### src/rtl/quadratic_issuer.sv
// Host-side initiator for the quadratic root solver: splits {a,b,c} triples onto the
// solver's three coefficient streams and returns its roots in order through a result FIFO.
module quadratic_issuer #(
  parameter int SIZE         = 64,
  parameter int MAX_INFLIGHT = 16
) (
  input  logic                          aclk,
  input  logic                          areset,
  input  logic [3*SIZE-1:0]             s_axis_coef_tdata,
  input  logic                          s_axis_coef_tvalid,
  output logic                          s_axis_coef_tready,
  output logic [SIZE-1:0]               m_axis_a_tdata,
  output logic                          m_axis_a_tvalid,
  input  logic                          m_axis_a_tready,
  output logic [SIZE-1:0]               m_axis_b_tdata,
  output logic                          m_axis_b_tvalid,
  input  logic                          m_axis_b_tready,
  output logic [SIZE-1:0]               m_axis_c_tdata,
  output logic                          m_axis_c_tvalid,
  input  logic                          m_axis_c_tready,
  input  logic [SIZE-1:0]               s_axis_root_tdata,
  input  logic                          s_axis_root_tvalid,
  output logic                          s_axis_root_tready,
  output logic [SIZE-1:0]               m_axis_out_tdata,
  output logic                          m_axis_out_tvalid,
  input  logic                          m_axis_out_tready,
  output logic [$clog2(MAX_INFLIGHT):0] outstanding,
  output logic                          err_overflow,
  output logic                          err_spurious
);

  localparam int CW = $clog2(MAX_INFLIGHT) + 1;
  localparam int AW = $clog2(MAX_INFLIGHT);
  localparam logic [CW-1:0] CNT_MAX = CW'(MAX_INFLIGHT);

  // Saturating up/down step: simultaneous inc and dec cancel out.
  function automatic logic [CW-1:0] cnt_step(input logic [CW-1:0] v,
                                             input logic inc, input logic dec);
    logic [CW-1:0] r;
    r = v;
    if (inc && !dec && v != CNT_MAX)
      r = v + CW'(1);
    else if (dec && !inc && v != '0)
      r = v - CW'(1);
    return r;
  endfunction

  logic [SIZE-1:0] a_p1, b_p1, c_p1;
  logic            vld_p1;
  logic            sent_a, sent_b, sent_c;
  logic            hs_a, hs_b, hs_c, done;
  logic            coef_hs, root_hs, out_hs;
  logic [CW-1:0]   issued;
  logic [CW-1:0]   fifo_cnt;
  logic [AW-1:0]   wr_ptr, rd_ptr;
  logic [SIZE-1:0] mem [MAX_INFLIGHT];
  logic            fifo_full, wr_en, rd_en;

  assign m_axis_a_tdata  = a_p1;
  assign m_axis_b_tdata  = b_p1;
  assign m_axis_c_tdata  = c_p1;
  assign m_axis_a_tvalid = vld_p1 & ~sent_a;
  assign m_axis_b_tvalid = vld_p1 & ~sent_b;
  assign m_axis_c_tvalid = vld_p1 & ~sent_c;

  assign hs_a = m_axis_a_tvalid & m_axis_a_tready;
  assign hs_b = m_axis_b_tvalid & m_axis_b_tready;
  assign hs_c = m_axis_c_tvalid & m_axis_c_tready;
  assign done = vld_p1 & (sent_a | hs_a) & (sent_b | hs_b) & (sent_c | hs_c);

  assign s_axis_coef_tready = (~vld_p1 | done) & (outstanding < CNT_MAX) & ~areset;
  assign coef_hs            = s_axis_coef_tvalid & s_axis_coef_tready;

  assign s_axis_root_tready = ~areset;
  assign root_hs            = s_axis_root_tvalid & s_axis_root_tready;

  // FIFO head comes straight from registered storage, so roots reach the output a cycle later.
  assign m_axis_out_tvalid = (fifo_cnt != '0);
  assign m_axis_out_tdata  = mem[rd_ptr];
  assign out_hs            = m_axis_out_tvalid & m_axis_out_tready;

  assign fifo_full = (fifo_cnt == CNT_MAX);
  assign rd_en     = out_hs;
  assign wr_en     = root_hs & (~fifo_full | rd_en);

  // Stage p1: holding register control and bookkeeping counters
  always_ff @(posedge aclk) begin
    if (areset) begin
      vld_p1       <= 1'b0;
      sent_a       <= 1'b0;
      sent_b       <= 1'b0;
      sent_c       <= 1'b0;
      outstanding  <= '0;
      issued       <= '0;
      fifo_cnt     <= '0;
      wr_ptr       <= '0;
      rd_ptr       <= '0;
      err_overflow <= 1'b0;
      err_spurious <= 1'b0;
    end else begin
      if (coef_hs) begin
        vld_p1 <= 1'b1;
        sent_a <= 1'b0;
        sent_b <= 1'b0;
        sent_c <= 1'b0;
      end else begin
        if (done)
          vld_p1 <= 1'b0;
        sent_a <= sent_a | hs_a;
        sent_b <= sent_b | hs_b;
        sent_c <= sent_c | hs_c;
      end
      outstanding <= cnt_step(outstanding, coef_hs, out_hs);
      issued      <= cnt_step(issued, done, root_hs);
      fifo_cnt    <= cnt_step(fifo_cnt, wr_en, rd_en);
      if (wr_en)
        wr_ptr <= wr_ptr + AW'(1);
      if (rd_en)
        rd_ptr <= rd_ptr + AW'(1);
      err_overflow <= err_overflow | (root_hs & fifo_full & ~rd_en);
      err_spurious <= err_spurious | (root_hs & (issued == '0));
    end
  end

  always_ff @(posedge aclk) begin
    if (coef_hs) begin
      a_p1 <= s_axis_coef_tdata[3*SIZE-1:2*SIZE];
      b_p1 <= s_axis_coef_tdata[2*SIZE-1:SIZE];
      c_p1 <= s_axis_coef_tdata[SIZE-1:0];
    end
    if (wr_en)
      mem[wr_ptr] <= s_axis_root_tdata;
  end

endmodule

### config.mk
export PLATFORM = sky130hd
export DESIGN_NAME = quadratic_issuer
export DESIGN_NICKNAME = d
export VERILOG_FILES = /design/src/rtl/quadratic_issuer.sv
export SDC_FILE = /design/constraint.sdc
export NUM_CORES = 1
export LEC_CHECK = 0
export ABC_AREA = 1
export ABC_CLOCK_PERIOD_IN_PS = 10400
export BUFFER_PORTS_ARGS = -buffer_cell sky130_fd_sc_hd__buf_4
export CAP_MARGIN = 15
export CORE_MARGIN = 1
export CORE_UTILIZATION = 30
export CTS_BUF_LIST = sky130_fd_sc_hd__clkbuf_4
export DETAILED_ROUTE_END_ITERATION = 10
export GPL_ROUTABILITY_DRIVEN = 0
export PLACE_DENSITY_LB_ADDON = 0.12
export SLEW_MARGIN = 20
export SYNTH_ARGS = -nofsm -noshare
export SYNTH_HDL_FRONTEND = slang
export SYNTH_SLANG_ARGS = --single-unit
### constraint.sdc
create_clock -name aclk -period 10.4 [get_ports aclk]
set_input_delay 3.12 -clock aclk [delete_from_list [all_inputs] [get_ports aclk]]
set_output_delay 3.12 -clock aclk [all_outputs]
set_load 0.1 [all_outputs]
==> metrics.yaml <==
finish:
  final_cell_mix: "1216 x edfxtp_1, 572 x buf_4, 551 x clkbuf_4"
  drive_above_1_share: 0.286
  syn_to_final_growth_pct: 22.2
  multi_input_area_um2: 9120
  fin_area_um2: 59000
  nets: 4166
  regArea_um2: 37200
  fin_cells: 6291
  fillerInstances: 15364
  mostFrequentLayoutCell: "edfxtp_1"
status:
  status: "completed"
floorplan:
  die_w_um: 403
  die_area_um2: 162000
  core_um2: 159000
  die_h_um: 403
  initial_core_util: 0.303
  pin_count: 533
  num_rows: 146
route:
  via_per_inst: 4.64
  wl_per_cell_um: 23.2
  first_pass_iters: 5
  drtIter0Drc: 1565
  remaining_drc_errors: 0
  drt-total-wl_mm: 146
  ant_nets: 0
  num_vias: 29163
placed_design:
  hpwl_mm: 82.2
  place_inst: 5661
  portBuffers: 532
  place_area_um2: 54500
clocking:
  clock-sinks: 1249
  ctsResizeCount: 0
  clk_path_buf_depth: 4
  cts_buffers: 368
  clkLatencyLatePin_ns: 1.22
  postCtsHoldBufs: 0
  cts_tree: "yes"
  cts_max_level: 5
  postCtsSetupRepairBufs: 0
  clk_root_buffer_cell: "clkbuf_4"
  clkSlewWorstSetupHoldPaths_ns: 0.06
power_and_ir_drop:
  clock_power_share: 0.319
  seq_power_share: 0.415
  power_density_nw_per_um2: 237
  power_mw: 14.0
  p_int_mw: 9.00
  p_leak_nw: 20.9
  p_switching_mw: 5.00
  p_comb_frac: 0.266
  irDropWorstVdd_mv: 0.158
  swShare: 0.357
timing:
  fin_tns_setup_ns: 0
  period_share: 0.720
  timing.final.crit_period_ns: 7.48
  hold_viol: 0
  rsz0062_at_grt: "no"
  final.setup_skew_ns: 0.120
  setup_viol: 0
  slew_headroom: 0.296
  clock.fmax_mhz: 134
  worstMarginPinSlew_ns: 1.06
  final_max_slew_viol_count: 0
synthesis:
  synth.distinct_cells: 37
  yosysTopAreaCell: "edfxtp_1"
  netlist_area_um2: 48300
  synth_cells: 3122
  async_reset_ff_frac: 0
  synth_fp_nets: 3403
  yosysTopAreaCellShare: 0.757
  synth_seq_cells: 1249
  synth.yosys.seq_area_share: 0.770
  synth_edf_count: 1216
  ys_warn_count: 0
  synth_flop_cell: "edfxtp_1"
  synth_area_per_cell_um2: 15.5
  synth_area_leaders: "edfxtp_1 76%, mux2i_1 5.3%, o211ai_1 4.0%"
critical_path:
  end_kind: "output port"
  criticalPathCategory: "flip-flop to output port"
  worstReg2RegStart: "fifo_cnt[0]$_SDFFE_PP0P_"
  cp.required_ns: 7.28
  cpMostUsedCell: "buf_4"
  cp_top_family: "buffers and inverters"
  crit_chain: "buf_4 -> buf_4 -> a21oi_1 -> o21ai_0 -> o21ai_0 -> o211ai_1 -> nand2_1 -> buf_4"
  slowest_delay_ns: 0.72
  cp_max_fo: 51
  critPathArrivalTime_ns: 4.36
  start_kind: "flip-flop"
  cp_slowest_cell: "dfxtp_4"
  critPathBufInv: 3
grt:
  grt-ovfl-total: 0
  grt_usage: 0.176
  first_global_vias: 29330
  antenna_found_initial: 18
  grt_pass1_wl_mm: 207
  grt_max_degree: 183
min_path:
  min_from: "rd_ptr[3]$_SDFFE_PP0N_"
  min_path_type: "flip-flop to flip-flop"
flow_run:
  max-cap-violations: 0
==> kinds of logic (layout without fill, tap and decap cells) <==
| group | Yosys count | in the layout | share of synthesized area |
|---|---|---|---|
| flops | 1249 | 1249 | 0.770 |
| compound gates | 877 | 877 | 0.105 |
| buf+inv | 476 | 1485 | 0.0431 |
| mux | 256 | 256 | 0.0531 |
| simple gates | 241 | 241 | 0.0226 |
| fa+ha+maj | 17 | 17 | 0.00487 |
| xor+xnor | 6 | 6 | 0.00109 |
| other cells | 0 | 14 | 0 |
==> cell type report <==
class,count,share of cell area
well taps,2146,0.0455
inverters,291,0.0189
repair buffers,578,0.0749
diodes,14,0.000594
clock buffers,551,0.0702
flip-flops and latches,1249,0.631
clock inverters,65,0.00465
multi-input cells,1397,0.155
==> routing by layer <==
layer | wire length (um) | up-vias | track usage
met3 | 8170 | 318 | 0.0456
met5 | 21 | - | 0
met4 | 5110 | 4 | 0.0765
met2 | 75000 | 904 | 0.311
met1 | 57500 | 14357 | 0.201
li1 | - | 13580 | -
==> power groups by stage <==
stage | clock, mW | sequential (mW) | combinational, mW
global placement | 0 | 5.92 | 3.79
floorplan | 0 | 6.44 | 2.30
finish | 4.46 | 5.81 | 3.73
detailed placement | 0 | 5.92 | 3.79
global route | 4.91 | 5.82 | 3.99
CTS | 4.66 | 5.81 | 3.79
==> synth_stat cells, types with 4 or more instances <==
cell type,count
o21ai_1,45
edfxtp_1,1216
a21oi_1,280
ha_1,14
buf_4,16
nor2_1,41
buf_6,21
nand3_1,85
buf_2,60
nand2_1,98
inv_1,284
dfxtp_1,33
buf_1,5
clkbuf_1,83
o21ai_0,291
mux2i_1,256
o211ai_1,256
inv_2,6
nand2_2,4
xnor2_1,4
==> worst min-delay path: cells and delay by family, from the launching register on <==
| kind | cells | cell delay, ns |
|---|---|---|
| buffers and inverters | 1 | 0.06 |
| AO/OA/AOI/OAI | 1 | 0.07 |
| flip-flops | 1 | 0.30 |
==> through the flow <==
step	worst slack, ns	hold WS (ns)	util
2_1_floorplan	2.54	0.436	-
3_3_place_gp	3.15	0.455	0.343
3_5_place_dp	3.21	0.460	0.343
4_1_cts	2.64	0.474	0.370
5_1_grt	2.52	0.514	0.371
6_report	2.92	0.470	0.371
==> flip-flops by register name, indices dropped and copies added, names as in the netlist, named ones only <==
signal,cells
issued,5
wr_ptr,4
m_axis_c_tdata,64
sent_a,1
m_axis_a_tdata,64
m_axis_b_tdata,64
rd_ptr,4
mem,1024
sent_b,1
fifo_cnt,5
vld_p1,1
outstanding,5
sent_c,1
err_overflow,1
err_spurious,1
==> path summary, 6_finish.rpt <==
| path | to | slack [ns] | depth (start not counted) |
|---|---|---|---|
| max | m_axis_out_tdata[25] | 2.92 | 8 |
| min | flip-flop | 0.47 | 2 |
| max reg2reg | mem[13][16]$_DFFE_PP_ | 6.88 | 10 |
| min reg2reg | flip-flop | 0.47 | 2 |
(Power assumes the default switching activity.)
